$ cat src/rtl/otter_iobus_timer.sv
// OTTER IOBUS timer peripheral.
// The timer has a 16-byte register window: CTRL, COUNT, COMPARE and STATUS.
// It has a prescaled 32-bit up-counter with a compare match.
// On each match it sends a one-cycle interrupt pulse to the MCU.
module otter_iobus_timer #(
    parameter logic [31:0] BASE_ADDR  = 32'h1100_0100,
    parameter int unsigned PRESCALE_W = 16
) (
    input  logic        CLK,
    input  logic        RESET,
    input  logic [31:0] IOBUS_ADDR,
    input  logic [31:0] IOBUS_OUT,
    input  logic        IOBUS_WR,
    output logic [31:0] IOBUS_IN,
    output logic        INTR
);

    // Register state
    logic                  ctrl_en;
    logic                  ctrl_auto;
    logic                  ctrl_irq;
    logic [PRESCALE_W-1:0] ctrl_prescale;
    logic [31:0]           count;
    logic [31:0]           compare;
    logic                  match;
    logic [PRESCALE_W-1:0] psc;
    logic                  intr_q;

    // Address decode; the byte-lane bits play no part in selection
    logic       sel;
    logic [1:0] off;
    logic       unused_addr_bits;

    assign sel              = (IOBUS_ADDR[31:4] == BASE_ADDR[31:4]);
    assign off              = IOBUS_ADDR[3:2];
    assign unused_addr_bits = ^IOBUS_ADDR[1:0];

    logic wr_ctrl, wr_count, wr_compare, wr_status;

    assign wr_ctrl    = IOBUS_WR && sel && (off == 2'd0);
    assign wr_count   = IOBUS_WR && sel && (off == 2'd1);
    assign wr_compare = IOBUS_WR && sel && (off == 2'd2);
    assign wr_status  = IOBUS_WR && sel && (off == 2'd3);

    // A CTRL store that clears EN cancels a tick that would land on the same edge
    logic tick, hit;

    assign tick = ctrl_en && (psc == ctrl_prescale) && !(wr_ctrl && !IOBUS_OUT[0]);
    assign hit  = tick && (count == compare);

    // Combinational read mux; reads outside the window return zero
    always_comb begin
        IOBUS_IN = '0;
        if (sel) begin
            case (off)
                2'd0: begin
                    IOBUS_IN[0]                 = ctrl_en;
                    IOBUS_IN[1]                 = ctrl_auto;
                    IOBUS_IN[2]                 = ctrl_irq;
                    IOBUS_IN[16 +: PRESCALE_W]  = ctrl_prescale;
                end
                2'd1:    IOBUS_IN = count;
                2'd2:    IOBUS_IN = compare;
                default: IOBUS_IN[0] = match;
            endcase
        end
    end

    // CTRL register
    always_ff @(posedge CLK) begin
        if (RESET) begin
            ctrl_en       <= 1'b0;
            ctrl_auto     <= 1'b0;
            ctrl_irq      <= 1'b0;
            ctrl_prescale <= '0;
        end else if (wr_ctrl) begin
            ctrl_en       <= IOBUS_OUT[0];
            ctrl_auto     <= IOBUS_OUT[1];
            ctrl_irq      <= IOBUS_OUT[2];
            ctrl_prescale <= IOBUS_OUT[16 +: PRESCALE_W];
        end
    end

    // The prescaler restarts on any CTRL or COUNT store so that new settings take effect from a clean phase
    always_ff @(posedge CLK) begin
        if (RESET)
            psc <= '0;
        else if (wr_ctrl || wr_count || !ctrl_en || tick)
            psc <= '0;
        else
            psc <= psc + PRESCALE_W'(1);
    end

    // COUNT: a CPU store beats the tick increment or reload
    always_ff @(posedge CLK) begin
        if (RESET)
            count <= '0;
        else if (wr_count)
            count <= IOBUS_OUT;
        else if (tick)
            count <= (hit && ctrl_auto) ? '0 : count + 32'd1;
    end

    // COMPARE: a store on a tick edge only affects later comparisons
    always_ff @(posedge CLK) begin
        if (RESET)
            compare <= '0;
        else if (wr_compare)
            compare <= IOBUS_OUT;
    end

    // MATCH flag: a new match wins over a write-1-to-clear on the same edge
    always_ff @(posedge CLK) begin
        if (RESET)
            match <= 1'b0;
        else if (hit)
            match <= 1'b1;
        else if (wr_status && IOBUS_OUT[0])
            match <= 1'b0;
    end

    // One-cycle interrupt pulse for every match event while IRQ_EN is set
    always_ff @(posedge CLK) begin
        if (RESET)
            intr_q <= 1'b0;
        else
            intr_q <= hit && ctrl_irq;
    end

    assign INTR = intr_q;

endmodule

$ cat config.mk
export PLATFORM = sky130hd
export DESIGN_NAME = otter_iobus_timer
export DESIGN_NICKNAME = d
export VERILOG_FILES = /design/src/rtl/otter_iobus_timer.sv
export SDC_FILE = /design/constraint.sdc
export NUM_CORES = 1
export LEC_CHECK = 0
export ABC_CLOCK_PERIOD_IN_PS = 2330
export CAP_MARGIN = 10
export CORE_MARGIN = 1.5
export CORE_UTILIZATION = 40
export DETAILED_ROUTE_END_ITERATION = 8
export GPL_ROUTABILITY_DRIVEN = 0
export GPL_TIMING_DRIVEN = 0
export PLACE_DENSITY = 0.66
export SLEW_MARGIN = 25
export SYNTH_ARGS = -nofsm -noshare
export SYNTH_HDL_FRONTEND = slang
export SYNTH_SLANG_ARGS = --single-unit
$ cat constraint.sdc
create_clock -name CLK -period 2.33 [get_ports CLK]
set_input_delay 0.5825 -clock CLK [delete_from_list [all_inputs] [get_ports CLK]]
set_output_delay 0.5825 -clock CLK [all_outputs]
set_load 0.05 [all_outputs]
==> qor.yml <==
io_buffers: 96
drc: 0
final_core_util_pct: 61.6
drive_gt1_share_pct: 29.6
p_leak_nw: 3.14
post_dp_cell_area_um2: 7330
use_met1_pct: 39.3
num_io_pins: 100
power_mw: 3.65
die_area_um2: 15200
period_minus_slack_ns: 2.63
drt_iter0_drc: 980
yosysWarnings: 0
syn_avg_cell_area_um2: 7.53
htree_levels: 3
ys_ff_latch: 101
ys_types: 51
met2_usage_pct: 46.9
setup_viol: 36
die_x_um: 123
gr-usage-met3_pct: 5.07
end_kind: "output port"
fmax_ghz: 0.381
grt_pass1_wl_um: 34000
maxSlewHeadroom_pct: 47.6
antenna_found_initial: 0
ys_seq_area_share_pct: 35.0
fin_crit_sh_pct: 113
syn_nets: 841
drt_first_pass_iters: 6
vias_per_cell: 6.06
min_path_type: "reg2reg"
grt_max_degree: 20
rrSetupSlack_ns: -0.10
fill_cells: 1209
synthesis.instances: 767
worstPathArrival_ns: 2.04
cts_tree: "built"
worst-setup-path-type: "in2out"
path_max_fanout: 5
fin_skew_ns: 0.0114
maxCapViolCount: 0
ff_latch_area_um2: 2060
antenna_left: 0
core_um2: 14000
groute.usage.overall_pct: 29.5
grt_pass1_vias: 6194
cts_root_buf: "clkbuf_16"
busiest_layer: "met2"
timing.final.ws_setup_ns: -0.297
multi_input_area_um2: 4050
status: "finished with violations"
cts_hold_buf: 0
clock-sinks: 101
clock_latency_ns: 0.36
rsz0062_at_grt: "yes"
violations: "setup timing"
initial_core_util_pct: 41.3
cp-start-kind: "input pin"
syn2layout_area_growth_pct: 49.2
finalNetCount: 992
ys.flop_type: "dfxtp_1"
clkSlewWorstSetupHoldPaths_ns: 0.08
synth_edf_count: 0
slew_viol_final: 0
grt-ovfl-total: 0
dpl.hpwl_um: 15800
cts.path.max_buffers: 2
cts-buffers-inserted: 9
num_antenna_cells: 0
rows: 43
ir_drop_mv: 0.378
final_area_um2: 8620
syn_area_um2: 5780
detail_route.wl_per_cell_um: 20.6
vias: 6689
die_h_um: 123
power_density_nw_per_um2: 424
final_hold_viol_count: 0
worstMarginPinSlew_ns: 0.786
wl_um: 22800
synthArstFlopShare_pct: 0
required_ns: 1.75
cells in the final DEF, fill, tap and decap left out, types with 14 or more instances in the layout:
cell type          n
dfxtp_2           14
a21oi_1           64
buf_2             22
dfxtp_1           82
nand2_1          153
a222oi_1          19
clkbuf_16         15
a31oi_1           20
buf_4             46
xor2_1            44
nor2_4            31
buf_6             38
nand3_1           37
xnor2_1           27
nor2_1            30
clkbuf_1          16
clkdlybuf4s50_1   33
a22oi_1           21
critical path, cell delays in order:
cell and delay [ns]:
buf_2 0.11, nor4b_4 0.28, and4_4 0.26, and2_4 0.17
nand2b_4 0.06, clkbuf_16 0.17, buf_16 0.15, nor2_4 0.08
buf_6 0.16
what timing repair did:
| item | CTS | global route |
|---|---|---|
| resized for setup | 434 | 84 |
| gates cloned | 5 | 1 |
| setup buffers | 30 | 22 |
| setup endpoints to repair | 122 | 92 |
| pin swaps | 47 | 23 |
layer usage:
layer | share of wire (%) | wire (um) | up-vias
li1 | - | - | 3012
met1 | 41 | 9220 | 3183
met2 | 45 | 10400 | 410
met3 | 9.6 | 2190 | 84
met4 | 4.4 | 994 | 0
met5 | 0 | 0 | -
Yosys cell counts, drive strengths merged (4+ instances only):
| library cell | n | area (um^2) |
|---|---|---|
| nand2 | 155 | 582 |
| dfxtp | 101 | 2020 |
| nor2 | 70 | 263 |
| a21oi | 66 | 330 |
| xor2 | 45 | 394 |
| clkbuf | 40 | 151 |
| nand3 | 39 | 195 |
| xnor2 | 27 | 236 |
| a22oi | 21 | 158 |
| a31oi | 21 | 131 |
| buf | 21 | 116 |
| a222oi | 19 | 190 |
| and3 | 16 | 100 |
| nand4 | 13 | 81.3 |
| nor4 | 12 | 81.3 |
| or3 | 11 | 68.8 |
| inv | 10 | 37.5 |
| a21o | 8 | 60.1 |
| ha | 7 | 87.6 |
| nor3 | 7 | 35.0 |
| o21ai | 7 | 35.0 |
| and2 | 6 | 37.5 |
| and4 | 5 | 43.8 |
| a211oi | 4 | 30.0 |
| or4 | 4 | 33.8 |
through the flow:
step / hold slack, ns / cells / worst slack (ns) / TNS [ns]
3_5_place_dp: 0.470 / 1043 / -1.62 / -119.01
3_3_place_gp: 0.456 / 1043 / -1.61 / -115.13
2_1_floorplan: 0.439 / 767 / -0.170 / -3.43
6_report: 0.484 / 1103 / -0.297 / -7.64
4_1_cts: 0.482 / 1085 / -0.308 / -7.06
5_1_grt: 0.504 / 1103 / -0.381 / -11.53
logic make-up after synthesis:
logic type / share of synthesized area (%)
adders and majority gates: 1.52
and+or+nand+nor: 28.7
DFF: 35.0
AOI/OAI and AO/OA: 18.6
buffers and inverters: 5.28
xor gates and xnor gates: 10.9
power by group:
group	total (mW)	switching, mW	internal, mW
Sequential	1.72	0.00388	1.72
Clock	1.62	0.756	0.861
Combinational	0.311	0.160	0.151
final cells by class:
type | count | area share [%]
sequential | 101 | 23.9
inverter | 10 | 0.552
multi-input combinational | 595 | 47.0
clock buffer | 9 | 2.61
tap | 180 | 2.61
buffer | 49 | 4.91
clock inverter | 7 | 1.06
timing repair buffer | 152 | 17.4
path summary, 6_finish.rpt:
path                                                 end  cells past startpoint                      from
worst max-delay path                        IOBUS_IN[24]                      9            IOBUS_ADDR[16]
worst max register to register     count[4]$_SDFFE_PP0P_                      9    count[20]$_SDFFE_PP0P_
worst min register to register  compare[19]$_SDFFE_PP0P_                      2  compare[19]$_SDFFE_PP0P_
worst min-delay path            compare[19]$_SDFFE_PP0P_                      2  compare[19]$_SDFFE_PP0P_
registers in the layout (all words and copies together), names as in the netlist:
name	flops
INTR	1
compare	32
ctrl_prescale	16
ctrl_auto	1
psc	16
ctrl_irq	1
match	1
count	32
ctrl_en	1
Power figures use the tool's default switching activity.
